File: config.mk
export PLATFORM = sky130hd
export DESIGN_NAME = mac_operand_loader
export DESIGN_NICKNAME = d
export VERILOG_FILES = /design/src/rtl/mac_operand_loader.sv
export SDC_FILE = /design/constraint.sdc
export NUM_CORES = 1
export LEC_CHECK = 0
export CORE_ASPECT_RATIO = 1.2
export CORE_UTILIZATION = 55
export CTS_CLUSTER_SIZE = 20
export DETAILED_ROUTE_END_ITERATION = 8
export PLACE_DENSITY = 0.76
export SETUP_SLACK_MARGIN = 0.3
export SLEW_MARGIN = 20
export SYNTH_ARGS = -nofsm -noshare
export SYNTH_HDL_FRONTEND = slang
export SYNTH_SLANG_ARGS = --single-unit
File: constraint.sdc
create_clock -name clk -period 3.46 [get_ports clk]
set_clock_uncertainty 0.1 [all_clocks]
set_input_delay 0.692 -clock clk [delete_from_list [all_inputs] [get_ports clk]]
set_output_delay 0.692 -clock clk [all_outputs]
set_load 0.1 [all_outputs]
File: src/rtl/mac_operand_loader.sv
`default_nettype none
// ============================================================================
// Module   : mac_operand_loader
// Brief    : Debounced keypad/button front end that loads FP16 operands,
//            issues a valid/ready MAC request and captures the result.
// Revision : 1.0 - initial release
// ============================================================================
module mac_operand_loader #(
    parameter int DBNC_CYCLES    = 500000,
    parameter int DBNC_W         = 20,
    parameter int TIMEOUT_CYCLES = 1024,
    parameter int TO_W           = 11
) (
    input  logic        clk,
    input  logic        rst,
    input  logic [15:0] key_data,
    input  logic        btn_a,
    input  logic        btn_b,
    input  logic        btn_go,
    input  logic        btn_clr,
    output logic [15:0] mac_a,
    output logic [15:0] mac_b,
    output logic        mac_valid,
    input  logic        mac_ready,
    output logic        mac_clr,
    input  logic [15:0] mac_res,
    input  logic        mac_res_valid,
    output logic [15:0] disp_data,
    output logic [1:0]  disp_sel,
    output logic        led_a_ok,
    output logic        led_b_ok,
    output logic        busy,
    output logic        err
);

    typedef enum logic [1:0] {
        ST_IDLE  = 2'd0,
        ST_ISSUE = 2'd1,
        ST_WAIT  = 2'd2,
        ST_CLEAR = 2'd3
    } state_t;

    localparam logic [DBNC_W-1:0] C_DBNC_MAX = DBNC_W'(DBNC_CYCLES - 1);
    localparam logic [TO_W-1:0]   C_TO_MAX   = TO_W'(TIMEOUT_CYCLES - 1);

    logic [3:0] w_btn;
    logic [3:0] w_ev;

    assign w_btn = {btn_clr, btn_go, btn_b, btn_a};

    generate
        for (genvar gi = 0; gi < 4; gi++) begin : g_dbnc
            logic              r_s1;
            logic              r_s2;
            logic              r_stable;
            logic              r_stable_d;
            logic              r_ev;
            logic [DBNC_W-1:0] r_cnt;

            always_ff @(posedge clk or negedge rst) begin
                if (!rst) begin
                    r_s1       <= 1'b0;
                    r_s2       <= 1'b0;
                    r_stable   <= 1'b0;
                    r_stable_d <= 1'b0;
                    r_ev       <= 1'b0;
                    r_cnt      <= '0;
                end else begin
                    r_s1       <= w_btn[gi];
                    r_s2       <= r_s1;
                    r_stable_d <= r_stable;
                    r_ev       <= r_stable & ~r_stable_d;
                    // Any sample matching the accepted level restarts the count
                    if (r_s2 != r_stable) begin
                        if (r_cnt == C_DBNC_MAX) begin
                            r_stable <= r_s2;
                            r_cnt    <= '0;
                        end else begin
                            r_cnt <= r_cnt + 1'b1;
                        end
                    end else begin
                        r_cnt <= '0;
                    end
                end
            end

            assign w_ev[gi] = r_ev;
        end
    endgenerate

    state_t      r_state,     w_state_nxt;
    logic [15:0] r_a,         w_a_nxt;
    logic [15:0] r_b,         w_b_nxt;
    logic [15:0] r_res,       w_res_nxt;
    logic        r_led_a,     w_led_a_nxt;
    logic        r_led_b,     w_led_b_nxt;
    logic        r_err,       w_err_nxt;
    logic [1:0]  r_disp_sel,  w_disp_sel_nxt;
    logic        r_mac_valid, w_mac_valid_nxt;
    logic [TO_W-1:0] r_to_cnt, w_to_cnt_nxt;
    logic [15:0] r_key_prev;
    logic [15:0] r_disp_data, w_disp_mux;

    always_ff @(posedge clk or negedge rst) begin
        if (!rst) begin
            r_state     <= ST_IDLE;
            r_a         <= '0;
            r_b         <= '0;
            r_res       <= '0;
            r_led_a     <= 1'b0;
            r_led_b     <= 1'b0;
            r_err       <= 1'b0;
            r_disp_sel  <= '0;
            r_mac_valid <= 1'b0;
            r_to_cnt    <= '0;
            r_key_prev  <= '0;
            r_disp_data <= '0;
        end else begin
            r_state     <= w_state_nxt;
            r_a         <= w_a_nxt;
            r_b         <= w_b_nxt;
            r_res       <= w_res_nxt;
            r_led_a     <= w_led_a_nxt;
            r_led_b     <= w_led_b_nxt;
            r_err       <= w_err_nxt;
            r_disp_sel  <= w_disp_sel_nxt;
            r_mac_valid <= w_mac_valid_nxt;
            r_to_cnt    <= w_to_cnt_nxt;
            r_key_prev  <= key_data;
            r_disp_data <= w_disp_mux;
        end
    end

    always_comb begin
        w_state_nxt     = r_state;
        w_a_nxt         = r_a;
        w_b_nxt         = r_b;
        w_res_nxt       = r_res;
        w_led_a_nxt     = r_led_a;
        w_led_b_nxt     = r_led_b;
        w_err_nxt       = r_err;
        w_disp_sel_nxt  = r_disp_sel;
        w_mac_valid_nxt = r_mac_valid;
        w_to_cnt_nxt    = r_to_cnt;
        case (r_state)
            ST_IDLE: begin
                if (w_ev[3]) begin
                    w_state_nxt = ST_CLEAR;
                end else begin
                    if (key_data != r_key_prev) w_disp_sel_nxt = 2'd0;
                    if (w_ev[0]) begin
                        w_a_nxt        = key_data;
                        w_led_a_nxt    = 1'b1;
                        w_disp_sel_nxt = 2'd1;
                        w_err_nxt      = 1'b0;
                    end
                    if (w_ev[1]) begin
                        w_b_nxt        = key_data;
                        w_led_b_nxt    = 1'b1;
                        w_disp_sel_nxt = 2'd2;
                        w_err_nxt      = 1'b0;
                    end
                    if (w_ev[2]) begin
                        if (r_led_a && r_led_b) begin
                            w_state_nxt     = ST_ISSUE;
                            w_mac_valid_nxt = 1'b1;
                            w_to_cnt_nxt    = '0;
                        end else begin
                            w_err_nxt = 1'b1;
                        end
                    end
                end
            end
            // A completed handshake or result on the last allowed cycle wins
            // over the abort; both leave at the same edge, so the bound holds.
            ST_ISSUE: begin
                w_to_cnt_nxt = r_to_cnt + 1'b1;
                if (r_mac_valid && mac_ready) begin
                    w_mac_valid_nxt = 1'b0;
                    w_state_nxt     = ST_WAIT;
                end else if (r_to_cnt == C_TO_MAX) begin
                    w_mac_valid_nxt = 1'b0;
                    w_err_nxt       = 1'b1;
                    w_state_nxt     = ST_IDLE;
                end
            end
            ST_WAIT: begin
                w_to_cnt_nxt = r_to_cnt + 1'b1;
                if (mac_res_valid) begin
                    w_res_nxt      = mac_res;
                    w_disp_sel_nxt = 2'd3;
                    w_state_nxt    = ST_IDLE;
                end else if (r_to_cnt == C_TO_MAX) begin
                    w_err_nxt   = 1'b1;
                    w_state_nxt = ST_IDLE;
                end
            end
            ST_CLEAR: begin
                w_a_nxt        = '0;
                w_b_nxt        = '0;
                w_res_nxt      = '0;
                w_led_a_nxt    = 1'b0;
                w_led_b_nxt    = 1'b0;
                w_err_nxt      = 1'b0;
                w_disp_sel_nxt = 2'd0;
                w_state_nxt    = ST_IDLE;
            end
            default: w_state_nxt = ST_IDLE;
        endcase
    end

    always_comb begin
        w_disp_mux = key_data;
        case (r_disp_sel)
            2'd1:    w_disp_mux = r_a;
            2'd2:    w_disp_mux = r_b;
            2'd3:    w_disp_mux = r_res;
            default: w_disp_mux = key_data;
        endcase
    end

    assign mac_a     = r_a;
    assign mac_b     = r_b;
    assign mac_valid = r_mac_valid;
    assign mac_clr   = (r_state == ST_CLEAR);
    assign disp_data = r_disp_data;
    assign disp_sel  = r_disp_sel;
    assign led_a_ok  = r_led_a;
    assign led_b_ok  = r_led_b;
    assign busy      = (r_state != ST_IDLE);
    assign err       = r_err;

endmodule
`default_nettype wire

==> results of run 1 <==
==> power groups by stage <==
stage          combinational, mW  clock, mW  sequential (mW)
2_1_floorplan             0.0784          0             2.49
3_3_place_gp               0.286          0             2.42
3_5_place_dp               0.289          0             2.43
4_1_cts                    0.292       2.08             2.38
5_1_grt                    0.312       2.18             2.38
6_report                   0.286       2.04             2.38
==> synth_stat cells, drive strengths merged (2+ instances only) <==
library cell and number:
xnor2 56, o21ai 51, inv 29, mux2i 3, nor2 110, or2 7, nor3b 2, and4 7
mux2 7, or3 5, dfrtp 199, nor4b 3, o31ai 2, and2 4, buf 14, nand2b 18
nor2b 7, nand3 34, xor2 42, ha 9, a22o 15, a21oi 6, mux4 16, clkbuf 14
nor3 17, nand2 82, nor4 13, and3 5, nand4 28, or4 2
==> cell usage in the layout, fill, tap and decap left out, drive strengths merged, types with 2 or more instances in the layout <==
cell type	instances
xnor2	56
ha	9
bufinv	2
or2	7
a22o	15
a21oi	6
nor4b	3
o21ai	51
nor2b	7
nand4	28
and2	4
clkinvlp	2
mux2	7
nor3	17
nand2b	18
inv	37
clkdlybuf4s50	45
nand3	34
nand2	82
mux4	16
nor3b	2
dfrtp	199
or3	5
and4	7
nor4	13
mux2i	3
or4	2
nor2	110
buf	57
clkbuf	20
xor2	42
and3	5
o31ai	2
==> worst min path at each step <==
stage	end	slack, ns	cells after the start
3_3_place_gp	g_dbnc[0].r_s2$_DFF_PN0_	0.23	0
6_report	mac_a[6]$_DFFE_PN0P_	0.19	1
3_5_place_dp	g_dbnc[0].r_s2$_DFF_PN0_	0.24	0
4_1_cts	mac_a[6]$_DFFE_PN0P_	0.21	1
5_1_grt	mac_b[6]$_DFFE_PN0P_	0.24	1
2_1_floorplan	g_dbnc[0].r_s2$_DFF_PN0_	0.23	0
==> kinds of logic after synthesis <==
logic type,count (synthesis),share of synthesized area
AO/OA/AOI/OAI,80,0.05363
multiplexers,26,0.05292
flip-flops,199,0.5617
AND/OR/NAND/NOR,345,0.1959
XOR/XNOR,98,0.09681
adder cells (fa/ha/maj),9,0.01270
buffers and inverters,57,0.02639
==> routing by layer <==
| layer | share of wire | vias up | global-route usage |
|---|---|---|---|
| met4 | 0.026 | 0 | 0.1005 |
| met1 | 0.44 | 3081 | 0.2979 |
| met2 | 0.49 | 149 | 0.3789 |
| met5 | 0 | - | 0 |
| li1 | - | 2962 | - |
| met3 | 0.040 | 38 | 0.04248 |
==> area by class of cell <==
class | instances | area [sq um]
well taps | 208 | 260.3
fillers | 1193 | 5170
inverters | 29 | 108.9
repair buffers | 103 | 917.1
flip-flops and latches | 199 | 4980
clock buffers | 19 | 452.9
multi-input cells | 558 | 3656
clock inverters | 13 | 157.7
==> flip-flops by register name, indices dropped and copies added, names as in the netlist <==
signal / count
g_dbnc.r_s1: 4
mac_b: 16
r_key_prev: 16
disp_data: 16
g_dbnc.r_cnt: 80
r_state: 2
err: 1
disp_sel: 2
r_res: 16
g_dbnc.r_stable: 4
led_a_ok: 1
g_dbnc.r_ev: 4
mac_valid: 1
g_dbnc.r_stable_d: 4
led_b_ok: 1
mac_a: 16
g_dbnc.r_s2: 4
r_to_cnt: 11
==> through the flow <==
stage	util	instance area, sq um	worst slack (ns)	total power, mW	hold WS, ns
after floorplan	-	8866	1.023	2.572	0.2312
after global placement	0.6319	9922	0.9499	2.711	0.2332
after detailed placement	0.6319	9922	0.8767	2.716	0.2379
after CTS	0.6708	10530	0.7599	4.752	0.2140
after global routing	0.6708	10530	0.7066	4.874	0.2411
final	0.6708	10530	0.7772	4.709	0.1909
==> results.py, run 1 <==
metrics = {
    "synthesis": {
        "ys_types": 47,
        "ys_seq_elements": 199,
        "synth_seq_area_share": 0.5617,
        "synth-main-ff-cell": "dfrtp_1",
        "async_flop_share": 1.000,
        "synth_top_area_frac": 0.5617,
        "synthesis.area_sq_mm": 0.008866,
        "ys_warn_count": 0,
        "synth_area_leaders": "dfrtp_1, xnor2_1, nor2_1",
        "synth_edf_count": 0,
        "synth_top_cell_by_area": "dfrtp_1",
        "syn_nets": 863,
        "syn_avg_cell_area_sq_um": 10.89,
        "synthCells": 814,
    },
    "drt": {
        "drt_pass1_iterations": 4,
        "wl_um": 17830,
        "detail_route.vias_per_cell": 5.518,
        "wl_per_cell_um": 15.79,
        "ant_nets": 0,
        "drc_errors": 0,
        "drt-initial-drc-count": 376,
        "via_count": 6230,
    },
    "clocking": {
        "cts_tree": "built",
        "clk_path_buf_depth": 2,
        "cts_resized": 0,
        "cts_root_buf": "clkbuf_16",
        "h-tree-depth": 4,
        "clk_pin_slew_ns": 0.07,
        "post_cts.repair.setup_buffers": 0,
        "cts_sinks": 199,
        "clkLatencyLatePin_ns": 0.43,
        "holdBufCountCts": 0,
        "cts_made_buffers": 17,
    },
    "final_layout": {
        "drive_gt1_frac": 0.1433,
        "final-instance-count-excl-fill": 1129,
        "area_growth_pct": 18.80,
        "layout.nets": 957,
        "antenna_cells": 0,
    },
    "sta": {
        "fin_crit_ns": 2.683,
        "finalHoldViolCount": 0,
        "worst_pin_slew_ns": 0.9671,
        "slew_viol_final": 0,
        "fmax_ghz": 0.3728,
        "setup_violations": 0,
        "slew_headroom": 0.3533,
        "fin_tns_setup_ns": 0,
        "period_share": 0.7754,
        "rsz0062_at_grt": "false",
    },
    "pwr": {
        "leakagePower_nw": 4.643,
        "peakVddDrop_uv": 295.8,
        "p_switching_mw": 1.121,
        "p_clk_frac": 0.434,
        "p_int_mw": 3.588,
        "power.density_mw_per_mm2": 447.1,
        "share_comb_of_total_power": 0.061,
        "pwr-share-seq": 0.506,
        "switching_share": 0.2381,
    },
    "critical_path": {
        "crit_buf_inv": 1,
        "worst_path_largest_cell_delay_ns": 1.12,
        "path_delay_family": "buffers and inverters",
        "cp-start-kind": "register",
        "cp.depth": 1,
        "worstSetupEndpointType": "primary output",
        "startpoint": "disp_data[7]$_DFF_PN0_",
        "crit_path_top_delay_cell": "clkdlybuf4s50_1",
        "r2r_end": "g_dbnc[0].r_cnt[15]$_DFF_PN0_",
        "r2r-start": "g_dbnc[0].r_cnt[0]$_DFF_PN0_",
        "crit_fanout": 1,
        "path_cells": "clkdlybuf4s50_1",
        "reg2reg_depth": 5,
        "cp_data_required_time_ns": 2.67,
        "crit_type": "register to primary output",
        "ff2ff_setup_slack_ns": 1.06,
        "worstPathArrival_ns": 1.89,
        "endpoint": "disp_data[7]",
    },
    "floorplan": {
        "die_w_um": 117.9,
        "core_area_sq_mm": 0.01570,
        "die_h_um": 141.1,
        "rows": 50,
        "start_util": 0.5646,
        "die-area_sq_mm": 0.01663,
        "io_pins": 96,
    },
    "global_route": {
        "grt_pass1_wl_um": 30150,
        "grt_usage": 0.2295,
        "grt_pass1_vias": 6154,
        "grt_max_degree": 82,
        "antenna_found_initial": 0,
        "grt-ovfl-total": 0,
    },
    "worst_hold_path": {
        "min_path_type": "input port to async pin",
    },
    "placed_design": {
        "place_inst": 1097,
        "routabilityCongestion": 0.8512,
        "portBuffers": 95,
        "dp_hpwl_um": 12290,
    },
    "run_status": {
        "status": "complete, no violations",
    },
    "run": {
        "drv_cap": 0,
    },
}
Power figures use the tool's default switching activity.
==> inputs of run 2 (changes only) <==
==> constraint.sdc (replaced) <==
create_clock -name clk -period 2.7 [get_ports clk]
set_clock_uncertainty 0.1 [all_clocks]
set_input_delay 0.54 -clock clk [delete_from_list [all_inputs] [get_ports clk]]
set_output_delay 0.54 -clock clk [all_outputs]
set_load 0.1 [all_outputs]
==> results.py, run 2 (same netlist as run 1, synthesis figures left out) <==
metrics = {
    "run_status": {
        "status": "complete, no violations",
    },
    "final_layout": {
        "final_util": 0.6753,
        "mostFrequentLayoutCell": "dfrtp_1",
        "area_growth_pct": 19.60,
        "layout.nets": 963,
        "drive_gt1_frac": 0.1597,
        "design_area_sq_mm": 0.01060,
        "top_register": "g_dbnc.r_cnt",
        "layout_common_cells": "dfrtp_1, nor2_1, nand2_1",
        "antenna_cells": 0,
        "largest_register_ff_count": 80,
        "fillers": 1212,
    },
    "worst_hold_path": {
        "min-delay-start": "g_dbnc[2].r_s1$_DFF_PN0_",
        "min_to": "g_dbnc[2].r_s2$_DFF_PN0_",
        "min_delay_path_depth": 0,
        "min_path_type": "register to register",
    },
    "floorplan": {
        "core_area_sq_mm": 0.01570,
        "die_w_um": 117.9,
        "start_util": 0.5646,
        "die_h_um": 141.1,
        "die-area_sq_mm": 0.01663,
        "rows": 50,
        "io_pins": 96,
    },
    "sta": {
        "rsz0062_at_grt": "false",
        "worst_pin_slew_ns": 0.6373,
        "setup_violations": 0,
        "fin_tns_setup_ns": 0,
        "slew_headroom": 0.5712,
        "fmax_ghz": 0.4292,
        "finalHoldViolCount": 0,
        "period_share": 0.8629,
        "hold_slack_ns": 0.2492,
        "slew_viol_final": 0,
        "setup_slack_ns": 0.3702,
        "fin_crit_ns": 2.330,
    },
    "pwr": {
        "peakVddDrop_uv": 333.5,
        "power.density_mw_per_mm2": 566.4,
        "leakagePower_nw": 4.666,
    },
    "clocking": {
        "cts_tree": "built",
        "clk_path_buf_depth": 2,
        "cts_root_buf": "clkbuf_16",
        "cts_made_buffers": 17,
        "clk_pin_slew_ns": 0.07,
        "h-tree-depth": 4,
        "cts_sinks": 199,
        "post_cts.repair.setup_buffers": 0,
        "clkLatencyLatePin_ns": 0.44,
    },
    "drt": {
        "drt_pass1_iterations": 5,
        "detail_route.vias_per_cell": 5.419,
        "ant_nets": 0,
        "drc_errors": 0,
        "via_count": 6151,
        "wl_um": 17500,
        "drt-initial-drc-count": 376,
        "wl_per_cell_um": 15.42,
    },
    "placed_design": {
        "routabilityCongestion": 0.8431,
        "dp_hpwl_um": 12010,
        "post-place-ws_ns": 0.3244,
        "dpl_cell_area_sq_mm": 0.009985,
        "portBuffers": 95,
    },
    "critical_path": {
        "cp_data_required_time_ns": 2.06,
        "worst_path_largest_cell_delay_ns": 0.57,
        "reg2reg_depth": 7,
        "worstPathArrival_ns": 1.69,
        "worstSetupEndpointType": "primary output",
        "crit_fanout": 23,
        "crit_path_top_delay_cell": "ha_2",
        "ff2ff_setup_slack_ns": 0.54,
        "crit_type": "register to primary output",
        "cp-start-kind": "register",
        "path_cells": "ha_2, buf_12",
        "r2r_end": "disp_sel[0]$_DFFE_PN0P_",
        "r2r-start": "r_state[0]$_DFFE_PN0P_",
    },
    "global_route": {
        "grt_pass1_wl_um": 29900,
        "grt_max_degree": 62,
        "grt_pass1_vias": 6119,
        "grt-ovfl-total": 0,
        "grt_usage": 0.2280,
        "antenna_found_initial": 0,
    },
    "run": {
        "drv_cap": 0,
    },
}
[run 2: routing by layer]
| metal | GRT usage | wire length [um] | vias up |
|---|---|---|---|
| met3 | 0.03722 | 566 | 24 |
| met1 | 0.2950 | 7950 | 3037 |
| li1 | - | - | 2966 |
| met2 | 0.3858 | 8669 | 124 |
| met5 | 0 | 0 | - |
| met4 | 0.09042 | 312 | 0 |
[run 2: area by class of cell]
type                       instances  area, sq um  share of cell area
inverter                          29        108.9             0.01027
timing repair buffer             109        984.7             0.09286
sequential                       199         4982              0.4699
multi-input combinational        558         3661              0.3453
clock buffer                      21        470.5             0.04437
tap                              208        260.3             0.02454
clock inverter                    11        136.4             0.01286
[run 2: what timing repair did]
item | in CTS | in global routing
endpoints found under the hold margin | 54 | 0
hold buffers | 1 | 0
gates resized for setup | 1 | 1
endpoints found under the setup margin | 1 | 1
[run 2: worst max path at each step]
stage	from	endpoint	slack [ns]	cells after the start
2_1_floorplan	r_state[1]$_DFFE_PN0P_	mac_a[0]$_DFFE_PN0P_	0.31	8
3_3_place_gp	key_data[11]	disp_sel[0]$_DFFE_PN0P_	0.37	6
3_5_place_dp	key_data[6]	disp_sel[1]$_DFFE_PN0P_	0.32	6
4_1_cts	r_state[1]$_DFFE_PN0P_	busy	0.35	4
5_1_grt	r_state[1]$_DFFE_PN0P_	mac_clr	0.30	2
6_report	r_state[1]$_DFFE_PN0P_	mac_clr	0.37	2
[run 2: metrics by stage]
stage	power (mW)	cells
finish	6.006	1135
global route	6.193	1135
CTS	6.047	1135
detailed placement	3.481	1102
global placement	3.477	1102
floorplan	3.296	814
[run 2: critical path: cells and delay by family, from the launching register on]
kind	cells	cell delay, ns
DFF	1	0.44
adders and majority gates	1	0.57
buffers and inverters	1	0.24
[run 2: power by group]
part           internal, mW  total, mW  leakage [nW]  switching (mW)
combinational         0.132      0.370          1.71           0.238
clock                  1.46       2.58         0.285            1.13
sequential             3.02       3.05          2.67          0.0270
total                  4.61       6.01          4.67            1.39
